## config.mk

```make
export PLATFORM = sky130hd
export DESIGN_NAME = binary_mul_acc
export DESIGN_NICKNAME = d
export VERILOG_FILES = /design/src/rtl/binary_mul_acc.sv
export SDC_FILE = /design/constraint.sdc
export NUM_CORES = 1
export LEC_CHECK = 0
export ABC_AREA = 1
export CAP_MARGIN = 20
export CORE_UTILIZATION = 56
export DETAILED_ROUTE_END_ITERATION = 7
export PLACE_DENSITY = 0.8
export SLEW_MARGIN = 20
export SYNTH_ARGS = -nofsm -noshare
export SYNTH_HDL_FRONTEND = slang
export SYNTH_SLANG_ARGS = --single-unit
```

## constraint.sdc

```tcl
create_clock -name clk -period 2.4 [get_ports clk]
set_clock_uncertainty 0.1 [all_clocks]
set_input_delay 0.48 -clock clk [delete_from_list [all_inputs] [get_ports clk]]
set_output_delay 0.48 -clock clk [all_outputs]
set_load 0.01 [all_outputs]
```

## src/rtl/binary_mul_acc.sv

```systemverilog
// -----------------------------------------------------------------------------
// binary_mul_acc
//
// Dot-product back end for a free-running pipelined unsigned multiplier whose
// single enable freezes every stage. Operand pairs go straight from upstream
// into the multiplier; this block follows each issue slot with a {valid,last}
// tag that moves in lockstep with the multiplier, adds up the products of each
// group, and hands out one sum per group over a valid/ready handshake. When the
// result is not taken it freezes the multiplier and refuses new operands, so
// nothing in flight is lost.
//
// Ports
//   clk        in   clock, all logic on the rising edge
//   rst        in   synchronous active-high reset
//   in_valid   in   upstream presents an operand pair to the multiplier
//   in_last    in   pair closes its group (only meaningful with in_valid)
//   in_ready   out  pair is accepted on an edge with in_valid && in_ready
//   mul_en     out  multiplier enable (low while the result is stalled)
//   mul_p      in   multiplier product, 2*WIDTH bits
//   out_valid  out  group result available
//   out_ready  in   downstream takes the result
//   out_sum    out  group sum, ACC_W bits
//   out_count  out  number of elements in the group (wraps at 2^CNT_W)
//   out_ovf    out  the group sum did not fit in ACC_W bits
//
// Build option
//   BINARY_MUL_ACC_SAT_EN  when defined, the running sum clamps at
//                          2^ACC_W-1 after the first carry and stays there for
//                          the rest of the group; otherwise it wraps.
//                          out_ovf reports the carry in both builds.
// -----------------------------------------------------------------------------
module binary_mul_acc #(
  parameter int WIDTH   = 11,
  parameter int LATENCY = 12,
  parameter int ACC_W   = 32,
  parameter int CNT_W   = 16
) (
  input  logic                 clk,
  input  logic                 rst,
  input  logic                 in_valid,
  input  logic                 in_last,
  output logic                 in_ready,
  output logic                 mul_en,
  input  logic [2*WIDTH-1:0]   mul_p,
  output logic                 out_valid,
  input  logic                 out_ready,
  output logic [ACC_W-1:0]     out_sum,
  output logic [CNT_W-1:0]     out_count,
  output logic                 out_ovf
);

  // Tag pipe. Index 0 is written on the accepting edge; the product of that
  // element shows up on mul_p LATENCY enabled edges later, which is exactly
  // when the tag reaches index LATENCY.
  logic [LATENCY:0]   r_vld_p;
  logic [LATENCY:0]   r_last_p;

  logic [ACC_W-1:0]   r_acc;
  logic [CNT_W-1:0]   r_cnt;
  logic               r_ovf;

  logic               r_out_valid;
  logic [ACC_W-1:0]   r_out_sum;
  logic [CNT_W-1:0]   r_out_count;
  logic               r_out_ovf;

  logic               w_stall;
  logic               w_accept;
  logic               w_consume;
  logic               w_done;
  logic [ACC_W:0]     w_raw;
  logic               w_ovf_any;
  logic [ACC_W-1:0]   w_next_sum;

`ifdef BINARY_MUL_ACC_SAT_EN
  // Once the group has carried, the sum is pinned to full scale.
  function automatic logic [ACC_W-1:0] sat_acc(input logic [ACC_W-1:0] v,
                                               input logic              ovf);
    return ovf ? {ACC_W{1'b1}} : v;
  endfunction
`endif

  assign w_stall   = r_out_valid && !out_ready;
  assign mul_en    = !w_stall;
  assign in_ready  = !w_stall && !rst;
  assign w_accept  = in_valid && in_ready;

  // A tag is only consumed on an enabled edge; a frozen multiplier keeps the
  // same product on mul_p until the stall clears.
  assign w_consume = r_vld_p[LATENCY] && mul_en;
  assign w_done    = w_consume && r_last_p[LATENCY];

  // One extra bit catches the carry out of ACC_W.
  assign w_raw     = {1'b0, r_acc} + {{(ACC_W + 1 - 2*WIDTH){1'b0}}, mul_p};
  assign w_ovf_any = r_ovf | w_raw[ACC_W];

`ifdef BINARY_MUL_ACC_SAT_EN
  assign w_next_sum = sat_acc(w_raw[ACC_W-1:0], w_ovf_any);
`else
  assign w_next_sum = w_raw[ACC_W-1:0];
`endif

  always_ff @(posedge clk) begin
    if (rst) begin
      r_vld_p     <= '0;
      r_last_p    <= '0;
      r_acc       <= '0;
      r_cnt       <= '0;
      r_ovf       <= 1'b0;
      r_out_valid <= 1'b0;
      r_out_sum   <= '0;
      r_out_count <= '0;
      r_out_ovf   <= 1'b0;
    end else begin
      // ---- stage 0 .. LATENCY: tag pipe shifting with the multiplier ----
      if (mul_en) begin
        r_vld_p  <= {r_vld_p[LATENCY-1:0], w_accept};
        r_last_p <= {r_last_p[LATENCY-1:0], in_last};
      end

      // ---- accumulate stage: product meets its tag ----
      if (w_consume) begin
        if (r_last_p[LATENCY]) begin
          r_out_sum   <= w_next_sum;
          r_out_count <= r_cnt + CNT_W'(1);
          r_out_ovf   <= w_ovf_any;
          r_acc       <= '0;
          r_cnt       <= '0;
          r_ovf       <= 1'b0;
        end else begin
          r_acc       <= w_next_sum;
          r_cnt       <= r_cnt + CNT_W'(1);
          r_ovf       <= w_ovf_any;
        end
      end

      // ---- output stage: a completion on the same edge as a take keeps
      //      out_valid high with the new data ----
      if (w_done)
        r_out_valid <= 1'b1;
      else if (out_ready)
        r_out_valid <= 1'b0;
    end
  end

  assign out_valid = r_out_valid;
  assign out_sum   = r_out_sum;
  assign out_count = r_out_count;
  assign out_ovf   = r_out_ovf;

endmodule

```

Word level (Yosys, flattened, before mapping). Cells that the tools add are included. W data, S select, Z words.

Register bits: 125.

$add $sub $neg: 2. Muxes and demuxes: 5. Bitwise logic cells: 1. Reduce and logical (&&, ||, !) cells: 10.

Operators with widths (number): $add A32 B22 Y33 (1); $mux W32 (1); $add A16 B1 Y16 const B (1); $mux W16 (1); $logic_and A1 B1 Y1 (5); $logic_not A1 Y1 (3); $mux W1 (3); $reduce_and A2 Y1 (1); $reduce_bool A2 Y1 (1); $or A1 B1 Y1 (1).

Longest topological paths before layout. Gate-level depths: netlist of the first run.

Word-level depth: 6. Mapped depth: 13. Mapped depth without buffers: 13.

Worst setup path after synthesis of the first run. Ideal clock, no wire load.

Kind: input-to-reg. Start: input port mul_p[0]. End: register r_acc[12]. Library setup time: 0.070 ns. Arrival time: 1.932 ns. Setup slack: 0.298 ns. Stages on the path: 9. Path buffers: 0. Cell sequence: ha_1 fa_1 nand3_1 nand3_1 nand3_1 nand3_2 xnor2_1 or2_1 a21oi_1.

Word-level cells in the longest chain between the ends: 2.

RTL lines: start, declared (line 44) `input logic [2*WIDTH-1:0] mul_p,`; $add A32 B22 Y33 (line 94) `assign w_raw = {1'b0, r_acc} + {{(ACC_W + 1 - 2*WIDTH){1'b0}}, mul_p};`; $mux W32 (line 123) `if (r_last_p[LATENCY]) begin`; end signal, assigned (line 131) `r_acc <= w_next_sum;`; end, declared (line 58) `logic [ACC_W-1:0] r_acc;`.

Every way passes these cells. A chain may end at the register's enable or synchronous reset.

Final worst setup path of the first run.
Start: input port out_ready. End: output port in_ready.

Word-level cells in the longest chain between the ends: 4.

RTL lines: start, declared (line 46) `input logic out_ready,`; $logic_not A1 Y1 (line 83) `assign w_stall = r_out_valid && !out_ready;`; $logic_and A1 B1 Y1 (line 83); $logic_not A1 Y1 (line 85) `assign in_ready = !w_stall && !rst;`; $logic_and A1 B1 Y1 (line 85); end, declared (line 42) `output logic in_ready,`.

Every way passes these cells.

==> flow_metrics.env, run 1 <==
export IMPL_outcome="finished with violations"
export IMPL_violations="DRC"
export IMPL_setup_worst_path_class="in -> out"
export IMPL_cp_max_fo=3
export IMPL_wire_per_inst_um=13.53
export IMPL_synth_warning_count=0
export IMPL_gr_max_usage_layer="met2"
export IMPL_cts_path_max_buffers=2
export IMPL_power_density_cell_area_nw_per_um2=573.6
export IMPL_vias=6479
export IMPL_die_area_sq_um=12310
export IMPL_worst_max_slew_pin_slew_ps=429.0
export IMPL_die_h_um=111.0
export IMPL_ranking_of_synthesized_cells_by_area="sky130_fd_sc_hd__dfxtp_1 38%, sky130_fd_sc_hd__nand2_1 17%, sky130_fd_sc_hd__inv_1 7.7%, sky130_fd_sc_hd__nand3_1 5.5%, sky130_fd_sc_hd__ha_1 4.3%"
export IMPL_source_of_the_worst_register_to_register_timing_path="r_acc[0]$_SDFFE_PP0P_"
export IMPL_r2r_cells=11
export IMPL_post_cts_resize_count=0
export IMPL_dp_hpwl_um=11920
export IMPL_clk_pin_slew_ps=50
export IMPL_worst_slew_margin_rel_pct=71.40
export IMPL_synth_most_common_cell="sky130_fd_sc_hd__nand2_1"
export IMPL_synth_seq_cells=125
export IMPL_placementRows=39
export IMPL_area_growth_synth_to_final_pct=26.92
export IMPL_initial_core_util_pct=57.72
export IMPL_post_route_cells_drive_above_1_share_pct=12.40
export IMPL_cts_buffers_inserted=17
export IMPL_grtUsageTotal_pct=28.16
export IMPL_final_period_utilization_pct=95.90
export IMPL_drt_pass1_iter_count=7
export IMPL_ioPinCount=79
export IMPL_worst_skew_pair_late_latency_ps=420
export IMPL_die_w_um=111.0
export IMPL_holdBufCountCts=0
export IMPL_netlist_area_sq_um=6648
export IMPL_hold_depth=2
export IMPL_grt_pass1_vias=5983
export IMPL_initial_antenna_violation_count=0
export IMPL_antenna_violating_nets_post_route=0
export IMPL_cts_tree="done"
export IMPL_synth_top_cell_by_area="sky130_fd_sc_hd__dfxtp_1"
export IMPL_required_time_at_the_worst_slack_endpoint_ps=1820
export IMPL_max_cap_viol_count=0
export IMPL_min_path_type="reg -> reg"
export IMPL_worst_hold_path_ep="out_sum[19]$_SDFFE_PP0P_"
export IMPL_synthesis_instances=958
export IMPL_fmax_ghz=0.4345
export IMPL_critical_path_arrival_ps=1720
export IMPL_routed_via_density=5.259
export IMPL_setup_slack_of_the_most_critical_reg_to_reg_path_ps=320
export IMPL_grt_setup_unrepaired="no"
export IMPL_drc=10
export IMPL_overflow=0
export IMPL_finalNonFillerCells=1232
export IMPL_drt_iter0_markers=513
export IMPL_port_buffers=78
export IMPL_post_synth_cell_area_avg_sq_um=6.939
export IMPL_yosys_most_used_dff="sky130_fd_sc_hd__dfxtp_1"
export IMPL_worst_setup_path_startpoint="out_ready"
export IMPL_grtUsageMet1_pct=35.46
export IMPL_synth_edff_count=0
export IMPL_first_pass_grt_wire_length_um=27630
export IMPL_grt_met3_usage_pct=5.686
export IMPL_grt_start_max_net_pins=33
export IMPL_grt_use_met2_pct=47.34
export IMPL_htree_levels=4
export IMPL_postCtsSetupBuffers=0
export IMPL_dpl_cell_count=1201
export IMPL_worst_hold_launch="out_sum[19]$_SDFFE_PP0P_"
export IMPL_cts_root_buf="sky130_fd_sc_hd__clkbuf_16"
export IMPL_leakagePower_nw=3.795
export IMPL_clock_sinks=125
export IMPL_tns_ps=0
export IMPL_drv_slew=0
export IMPL_worstSetupEndpointType="output port"
export IMPL_yosys_area_top_type_share_pct=37.64
export IMPL_routabilityCongestion=0.9013
export IMPL_ir_worst_vdd_uv=504.2
export IMPL_synth_cell_types=49
export IMPL_r2r_end="r_acc[24]$_SDFFE_PP0P_"
export IMPL_core_area_sq_um=11520
export IMPL_ys_top_cells_by_count="301 x sky130_fd_sc_hd__nand2_1, 137 x sky130_fd_sc_hd__inv_1, 125 x sky130_fd_sc_hd__dfxtp_1"
export IMPL_final_period_minus_worst_setup_slack_ps=2302
export IMPL_finalHoldViolCount=0
export IMPL_drt_wl_total_um=16670
export IMPL_yosysSeqAreaShare_pct=37.64
export IMPL_synth_nets=1009
export IMPL_final_nets=1128
export IMPL_report_final_setup_viol=0
export IMPL_ys_async_sr_fraction_pct=0
export IMPL_antenna_cells_inserted=0
export IMPL_critical_path_startpoint_type="primary input"
## cells by family (layout without fill, tap and decap cells)
group	Yosys count	in the layout	synth area share [%]
fa+ha+maj	24	24	4.630
xor+xnor	18	18	2.597
flops	125	125	37.64
compound gates	129	129	12.06
buf+inv	175	306	10.63
simple gates	487	487	32.43
## layer usage
layer  wire length [um]  up-vias
met2               7949      163
met3                848       28
met1               7562     2981
met5                  0        -
met4                312        0
li1                   -     3307
## worst max-delay path, cell delays in order
cell and delay, ps:
sky130_fd_sc_hd__clkdlybuf4s50_1 460, sky130_fd_sc_hd__nor2_1 80, sky130_fd_sc_hd__nor2_1 140, sky130_fd_sc_hd__clkdlybuf4s50_1 560
## cell usage in the layout, fill, tap and decap left out, types with 8 or more instances in the layout
| cell | count |
|---|---|
| sky130_fd_sc_hd__xor2_1 | 12 |
| sky130_fd_sc_hd__nand4_1 | 8 |
| sky130_fd_sc_hd__nand3_1 | 73 |
| sky130_fd_sc_hd__nand2_2 | 11 |
| sky130_fd_sc_hd__o21ai_0 | 14 |
| sky130_fd_sc_hd__dfxtp_1 | 125 |
| sky130_fd_sc_hd__buf_4 | 46 |
| sky130_fd_sc_hd__o22ai_1 | 25 |
| sky130_fd_sc_hd__nand3_2 | 8 |
| sky130_fd_sc_hd__nor3_1 | 8 |
| sky130_fd_sc_hd__ha_1 | 23 |
| sky130_fd_sc_hd__clkbuf_16 | 17 |
| sky130_fd_sc_hd__clkdlybuf4s50_1 | 77 |
| sky130_fd_sc_hd__a22o_1 | 14 |
| sky130_fd_sc_hd__nand2_1 | 301 |
| sky130_fd_sc_hd__inv_1 | 137 |
| sky130_fd_sc_hd__inv_2 | 10 |
| sky130_fd_sc_hd__a21oi_1 | 55 |
| sky130_fd_sc_hd__nor2_1 | 47 |
| sky130_fd_sc_hd__nor2_2 | 10 |
## final cells by class
class / instances / area, sq um
clock buffers: 19 / 442.9
clock inverters: 12 / 137.6
fillers: 932 / 3079
inverters: 148 / 555.5
multi-input cells: 658 / 3438
flip-flops and latches: 125 / 2502
well taps: 143 / 178.9
repair buffers: 127 / 1181
## state kept, by name, summed over array words and instances (netlist names)
register   cells
r_cnt         16
r_last_p      13
out_count     16
r_ovf          1
r_acc         32
r_vld_p       13
out_valid      1
out_sum       32
out_ovf        1
## through the flow
step | instance area [sq um] | util (%) | setup slack (ps) | hold slack (ps) | total power (W)
4_1_cts | 8437 | 73.26 | 72.67 | 351.1 | 0.004868
2_1_floorplan | 6648 | - | 297.6 | 348.2 | 0.002244
5_1_grt | 8437 | 73.26 | 2.254 | 379.0 | 0.004972
6_report | 8437 | 73.26 | 98.46 | 349.1 | 0.004839
3_5_place_dp | 7856 | 68.22 | -270.1 | 338.7 | 0.002360
3_3_place_gp | 7856 | 68.22 | -215.5 | 335.9 | 0.002357
## where the power goes
part / switching [W] / internal [W] / total, W
Combinational: 0.000128 / 0.000108 / 0.000236
Sequential: 0.00000130 / 0.00208 / 0.00208
Clock: 0.000967 / 0.00155 / 0.00252
Total: 0.00110 / 0.00374 / 0.00484
## how the worst max path moves through the flow
stage,to,cells after the start
final,in_ready,4
after global routing,out_ovf$_SDFFE_PP0P_,13
after CTS,in_ready,4
after detailed placement,r_acc[12]$_SDFFE_PP0P_,10
after global placement,r_acc[12]$_SDFFE_PP0P_,10
after floorplan,r_acc[12]$_SDFFE_PP0P_,9
Power figures use the tool's default switching activity.
==> inputs of run 2 (changes only) <==
Settings changed: CORE_UTILIZATION 56 to 38, PLACE_DENSITY 0.8 to not set.
==> flow_metrics.env, run 2 (same netlist as run 1, synthesis figures left out) <==
export IMPL_fmax_ghz=0.4356
export IMPL_cts_path_max_buffers=2
export IMPL_vias=6230
export IMPL_area_growth_synth_to_final_pct=29.29
export IMPL_initial_antenna_violation_count=0
export IMPL_final_nets=1132
export IMPL_initial_core_util_pct=39.53
export IMPL_ir_worst_vdd_uv=520.5
export IMPL_fillers=1703
export IMPL_outcome="finished clean"
export IMPL_overflow=0
export IMPL_leakagePower_nw=3.833
export IMPL_routabilityCongestion=0.8953
export IMPL_design_area_sq_um=8594
export IMPL_clk_pin_slew_ps=50
export IMPL_worst_max_slew_pin_slew_ps=402.8
export IMPL_grt_setup_unrepaired="no"
export IMPL_commonest_cells_after_routing_fill_and_taps_aside="301 x sky130_fd_sc_hd__nand2_1, 137 x sky130_fd_sc_hd__inv_1, 125 x sky130_fd_sc_hd__dfxtp_1"
export IMPL_worst_slew_margin_rel_pct=72.90
export IMPL_cts_tree="done"
export IMPL_final_period_minus_worst_setup_slack_ps=2296
export IMPL_cts_buffers_inserted=17
export IMPL_dp_hpwl_um=12550
export IMPL_wire_per_inst_um=13.16
export IMPL_core_area_sq_um=16820
export IMPL_htree_levels=4
export IMPL_post_route_cells_drive_above_1_share_pct=12.89
export IMPL_critical_path_arrival_ps=1720
export IMPL_report_final_setup_viol=0
export IMPL_drt_pass1_iter_count=5
export IMPL_drv_slew=0
export IMPL_die_w_um=134.3
export IMPL_postLayoutCoreUtil_pct=51.10
export IMPL_postCtsSetupBuffers=0
export IMPL_ioPinCount=79
export IMPL_required_time_at_the_worst_slack_endpoint_ps=1820
export IMPL_routed_via_density=4.741
export IMPL_drt_iter0_markers=331
export IMPL_drc=0
export IMPL_die_h_um=134.3
export IMPL_setup_worst_path_class="in -> out"
export IMPL_min_path_type="reg -> reg"
export IMPL_cts_root_buf="sky130_fd_sc_hd__clkbuf_16"
export IMPL_max_cap_viol_count=0
export IMPL_final_period_utilization_pct=95.66
export IMPL_first_pass_grt_wire_length_um=29010
export IMPL_dpl_instance_area_sq_um=7983
export IMPL_drt_wl_total_um=17290
export IMPL_cp_max_fo=3
export IMPL_grt_pass1_vias=5979
export IMPL_grt_start_max_net_pins=36
export IMPL_antenna_cells_inserted=0
export IMPL_die_area_sq_um=18030
export IMPL_placementRows=47
export IMPL_power_density_cell_area_nw_per_um2=582.4
export IMPL_grtUsageTotal_pct=20.42
export IMPL_mostFrequentLayoutCell="sky130_fd_sc_hd__nand2_1"
export IMPL_port_buffers=78
export IMPL_antenna_violating_nets_post_route=0
export IMPL_clock_sinks=125
export IMPL_finalHoldViolCount=0
export IMPL_worst_skew_pair_late_latency_ps=430
export IMPL_critical_path_startpoint_type="primary input"
export IMPL_fin_worst_hold_slack_ps=350.2
export IMPL_worstSetupEndpointType="output port"
## run 2: critical path, cell delays in order
cell and delay, ps:
sky130_fd_sc_hd__clkdlybuf4s50_1 390, sky130_fd_sc_hd__nor2_1 250, sky130_fd_sc_hd__nor2_1 100, sky130_fd_sc_hd__clkdlybuf4s50_1 490
## run 2: path summary, 6_finish.rpt
path / endpoint / slack (ps) / cells past startpoint / startpoint
hold reg to reg: out_sum[19]$_SDFFE_PP0P_ / 350 / 2 / out_sum[19]$_SDFFE_PP0P_
setup reg to reg: r_acc[12]$_SDFFE_PP0P_ / 430 / 9 / r_acc[0]$_SDFFE_PP0P_
hold / removal: out_sum[19]$_SDFFE_PP0P_ / 350 / 2 / out_sum[19]$_SDFFE_PP0P_
setup / recovery: in_ready / 100 / 4 / out_ready
## run 2: metal layers
metal | GRT usage, % | part of all wire [%]
met1 | 26.63 | 48
met2 | 33.74 | 46
met3 | 4.535 | 4.3
met4 | 5.743 | 1.4
met5 | 0 | 0
## run 2: power by group
part	internal [W]	switching, W	leakage, nW
sequential	0.00208	0.00000120	1.01
combinational	0.000108	0.000128	2.53
clock	0.00165	0.00103	0.293
## run 2: final cells by class
class	instances	area, sq um	share of cell area, %
multi-input cells	658	3441	40.03
flip-flops and latches	125	2502	29.12
repair buffers	131	1211	14.09
inverters	148	555.5	6.464
clock buffers	18	429.2	4.993
well taps	220	275.3	3.203
clock inverters	14	180.2	2.096
## run 2: what timing repair did
action / CTS / global route
hold buffers: 0 / 0
endpoints found under the hold margin: 0 / 0
endpoints found under the setup margin: 0 / 3
gates resized for setup: 0 / 1
## run 2: metrics by stage
| step | std cells | setup TNS (ps) | worst slack, ps | total power, W |
|---|---|---|---|---|
| after floorplan | 958 | 0 | 297.6 | 0.002244 |
| after global placement | 1282 | -5350 | -219.4 | 0.002365 |
| after detailed placement | 1282 | -6353 | -245.1 | 0.002363 |
| after CTS | 1314 | 0 | 88.29 | 0.005054 |
| after global routing | 1314 | 0 | 15.52 | 0.005178 |
| final | 1314 | 0 | 104.2 | 0.005005 |
